--- src/rtl/arch_chk_pkg.sv ---
// Shared definitions for the architectural-state checker.
//   - FSM state encodings (legacy-style 3-bit constants)
//   - first-error kind encodings
//   - idx_w(): index width helper, never narrower than one bit
package arch_chk_pkg;

    typedef logic [2:0] state_t;

    localparam state_t ST_IDLE      = 3'd0;
    localparam state_t ST_WAIT_STEP = 3'd1;
    localparam state_t ST_SCAN_REG  = 3'd2;
    localparam state_t ST_SCAN_MEM  = 3'd3;
    localparam state_t ST_DONE      = 3'd4;

    localparam logic KIND_REG = 1'b0;
    localparam logic KIND_MEM = 1'b1;

    function automatic int idx_w(input int n);
        return (n > 1) ? $clog2(n) : 1;
    endfunction

endpackage

--- src/rtl/arch_chk_scan.sv ---
// One scan phase: walks indices 0..N-1, issues read addresses, and compares
// the returned data one cycle later.
//   en_i       phase active (N+1 cycles: N issue cycles + 1 drain cycle)
//   chk_i      current check index, selects the expected-table slice
//   got_i      observed data (1-cycle latency)
//   exp_i      expected data (1-cycle latency)
//   addr_o     entry index being issued
//   exp_addr_o chk_i*N + index
//   last_o     drain cycle of the phase
//   mm_o       mismatch on the entry issued last cycle; mm_idx_o its index
module arch_chk_scan
    import arch_chk_pkg::*;
#(
    parameter int N      = 8,
    parameter int DATA_W = 16,
    parameter int EXP_AW = 8,
    parameter int CHK_W  = 1,
    parameter int AW     = idx_w(N)
) (
    input  logic              clk,
    input  logic              rst_n,
    input  logic              en_i,
    input  logic [CHK_W-1:0]  chk_i,
    input  logic [DATA_W-1:0] got_i,
    input  logic [DATA_W-1:0] exp_i,
    output logic [AW-1:0]     addr_o,
    output logic [EXP_AW-1:0] exp_addr_o,
    output logic              last_o,
    output logic              mm_o,
    output logic [AW-1:0]     mm_idx_o
);
    localparam int CW = $clog2(N + 1);

    logic [CW-1:0] cnt_q, cnt_d;
    logic          vld_q, vld_d;
    logic [AW-1:0] idx_q, idx_d;
    logic          issue;

    // cnt_q == N is the drain cycle: nothing issued, only the final compare.
    assign issue  = en_i && (cnt_q != CW'(N));
    assign last_o = en_i && (cnt_q == CW'(N));

    always_comb begin
        cnt_d = '0;
        if (issue) begin
            cnt_d = cnt_q + 1'b1;
        end
        vld_d = issue;
        idx_d = cnt_q[AW-1:0];
    end

    always_ff @(posedge clk or negedge rst_n) begin
        if (!rst_n) begin
            cnt_q <= '0;
            vld_q <= 1'b0;
            idx_q <= '0;
        end else begin
            cnt_q <= cnt_d;
            vld_q <= vld_d;
            idx_q <= idx_d;
        end
    end

    assign addr_o     = cnt_q[AW-1:0];
    assign exp_addr_o = EXP_AW'(chk_i) * EXP_AW'(N) + EXP_AW'(cnt_q);
    assign mm_o       = vld_q && (got_i != exp_i);
    assign mm_idx_o   = idx_q;

endmodule

--- config.mk ---
export PLATFORM = sky130hd
export DESIGN_NAME = arch_chk_scan
export DESIGN_NICKNAME = d
export VERILOG_FILES = /design/src/rtl/arch_chk_pkg.sv /design/src/rtl/arch_chk_scan.sv
export SDC_FILE = /design/constraint.sdc
export NUM_CORES = 1
export LEC_CHECK = 0
export CAP_MARGIN = 15
export CORE_MARGIN = 3
export CORE_UTILIZATION = 32
export DETAILED_ROUTE_END_ITERATION = 10
export PLACE_DENSITY_LB_ADDON = 0.1
export SLEW_MARGIN = 30
export SYNTH_ARGS = -nofsm -noshare
export SYNTH_HDL_FRONTEND = slang
export SYNTH_SLANG_ARGS = --single-unit
export TNS_END_PERCENT = 10
--- constraint.sdc ---
create_clock -name clk -period 3.5 [get_ports clk]
set_input_delay 0.875 -clock clk [delete_from_list [all_inputs] [get_ports clk]]
set_output_delay 0.875 -clock clk [all_outputs]
set_load 0.01 [all_outputs]
==> flow_metrics.env <==
export IMPL_r2r_slack_ps=2370
export IMPL_ios=52
export IMPL_status="complete, no violations"
export IMPL_critPathLaunchType="input port"
export IMPL_die_w_um=47.7
export IMPL_synth_area_um2=556
export IMPL_cp_required_ps=2620
export IMPL_cpPeakStageDelay_ps=480
export IMPL_post_cts_buffers=0
export IMPL_ant_nets=0
export IMPL_finClkSkew_ps=0.674
export IMPL_grt_max_degree=9
export IMPL_vdd_drop_max_mv=0.220
export IMPL_port_buffers=48
export IMPL_synth_area_leaders="dfrtp_1 36%, xnor2_1 27%, buf_4 12%"
export IMPL_post_route_util_pct=64.6
export IMPL_path_class="input port to output port"
export IMPL_wl_per_cell_um=12.1
export IMPL_final_period_utilization_pct=95.4
export IMPL_initial_core_util_pct=35.2
export IMPL_drv_cap=0
export IMPL_fmax_mhz=299
export IMPL_final_common_cell="clkdlybuf4s50_1"
export IMPL_period_minus_slack_ps=3340
export IMPL_hp_start="cnt_q[1]$_DFF_PN0_"
export IMPL_total_power_uw=266
export IMPL_drt_vias_per_instance=4.42
export IMPL_power_density_mw_per_mm2=261
export IMPL_drt_iter0_markers=5
export IMPL_clk_latency_ps=240
export IMPL_grt_pass1_wl_mm=1.90
export IMPL_synth_top_cell_by_area="dfrtp_1"
export IMPL_cts_inserted_buffers=3
export IMPL_rows=14
export IMPL_yosys_warnings=0
export IMPL_crit_fanout=1
export IMPL_cts_max_path_buffers=2
export IMPL_holdBufCountCts=0
export IMPL_rr_endpoint="cnt_q[3]$_DFF_PN0_"
export IMPL_r2r_start="cnt_q[0]$_DFF_PN0_"
export IMPL_path_common_cell="clkdlybuf4s50_1"
export IMPL_die_h_um=47.7
export IMPL_yosysUniqueCellTypes=14
export IMPL_grt_pass1_vias=446
export IMPL_path_cells="clkdlybuf4s50_1 > xnor2_1 > nand4_1 > o41a_1 > clkdlybuf4s50_1"
export IMPL_area_growth_pct=83.3
export IMPL_worstPathArrival_ps=2470
export IMPL_cts_tree="done"
export IMPL_slew_violations=0
export IMPL_clock_sinks=8
export IMPL_ys_seq_area_share_pct=36.0
export IMPL_antenna_found_initial=0
export IMPL_nNetsFinal=141
export IMPL_final_cell_mix="48 x clkdlybuf4s50_1, 17 x xnor2_1, 8 x dfrtp_1"
export IMPL_slowest_stage="clkdlybuf4s50_1"
export IMPL_hpwl_mm=1.24
export IMPL_syn_inst=56
export IMPL_clk_pin_slew_ps=50
export IMPL_antenna_cells=0
export IMPL_rsz0062_at_grt="no"
export IMPL_ys_ff_latch=8
export IMPL_leakagePower_nw=0.413
export IMPL_first_pass_iters=2
export IMPL_synth_top_area_share_pct=36.0
export IMPL_hold_class="flip-flop to flip-flop"
export IMPL_vias=513
export IMPL_holdPathEnd="mm_idx_o[1]$_DFF_PN0_"
export IMPL_core_area_mm2=0.00158
export IMPL_drt_wl_total_mm=1.41
export IMPL_drc=0
export IMPL_cts_repair_resized=0
export IMPL_path_delay_family="buffers and inverters"
export IMPL_reg2reg_depth=5
export IMPL_fill_cells=154
export IMPL_grt_ovfl_total=0
export IMPL_whs_path_depth=0
export IMPL_cts_root_buf="clkbuf_4"
export IMPL_end_kind="output port"
export IMPL_crit_buf_inv=2
export IMPL_setup_violations=0
export IMPL_h_tree_depth=1
export IMPL_tns_ps=0
export IMPL_dieArea_mm2=0.00227
export IMPL_hold_violations=0
export IMPL_gp_congestion=0.635
export IMPL_drive_gt1_share_pct=3.00
export IMPL_grt_usage_pct=12.2
export IMPL_syn_avg_cell_area_um2=9.92
worst reg2reg max path, stage by stage (launching register included):
cell and delay [ps]:
dfrtp_1 430, inv_1 70, ha_1 190, nand3b_1 110, nand2_1 120, nor2_1 130
worst max-delay path by stage:
stage | cells past startpoint | from | to | slack (ps)
floorplan | 3 | exp_i[5] | mm_o | 1070
global placement | 5 | exp_i[3] | mm_o | 160
detailed placement | 5 | exp_i[3] | mm_o | 150
CTS | 5 | exp_i[3] | mm_o | 150
global route | 5 | exp_i[2] | mm_o | 110
finish | 5 | exp_i[3] | mm_o | 160
stage by stage:
stage | hold slack [ps] | setup WS, ps | area (um^2) | std cells
global route | 524 | 105 | 1020 | 116
finish | 491 | 159 | 1020 | 116
floorplan | 437 | 1070 | 563 | 58
CTS | 487 | 151 | 1020 | 116
detailed placement | 468 | 154 | 996 | 113
global placement | 457 | 158 | 996 | 113
synthesized netlist by cell type:
| master | n |
|---|---|
| nand3_1 | 1 |
| conb_1 | 1 |
| ha_1 | 3 |
| o41a_1 | 1 |
| inv_1 | 4 |
| nand3b_1 | 1 |
| xnor2_1 | 17 |
| nor2_1 | 4 |
| xor2_1 | 1 |
| and3_1 | 1 |
| nand4_1 | 4 |
| buf_4 | 9 |
| nand2_1 | 1 |
| dfrtp_1 | 8 |
cell type report:
cell class                      instances  area (um^2)  area share, %
Tap cell                               16         20.0           1.97
Multi-Input combinational cell         37          280           27.5
Clock buffer                            3         22.5           2.21
Timing Repair Buffer                   48          480           47.2
Sequential cell                         8          200           19.7
Inverter                                4         15.0           1.47
report_power, final:
group          internal [mW]  switching [mW]  total (mW)
Clock                 0.0389          0.0268      0.0657
Combinational         0.0664          0.0294      0.0959
Sequential            0.0988         0.00563       0.104
sequential cells by signal, indices dropped and copies added (netlist names):
name	flops
cnt_q	4
mm_idx_o	3
vld_q	1
cells by family (layout without fill, tap and decap cells):
family	after synthesis	in the layout	share of synthesized area, %
compound gates	1	1	2.03
xor+xnor	18	18	28.4
fa+ha+maj	3	3	6.76
buf+inv	13	55	14.9
flops	8	8	36.0
other cells	1	3	0.675
simple gates	12	12	11.3
metal layers:
metal / track usage (%) / share of wire (%) / up-vias
li1: - / - / 257
met5: 0 / 0 / -
met1: 14.3 / 41 / 228
met4: 4.84 / 0 / 0
met2: 21.4 / 48 / 28
met3: 3.01 / 11 / 0
Power figures use the tool's default switching activity.
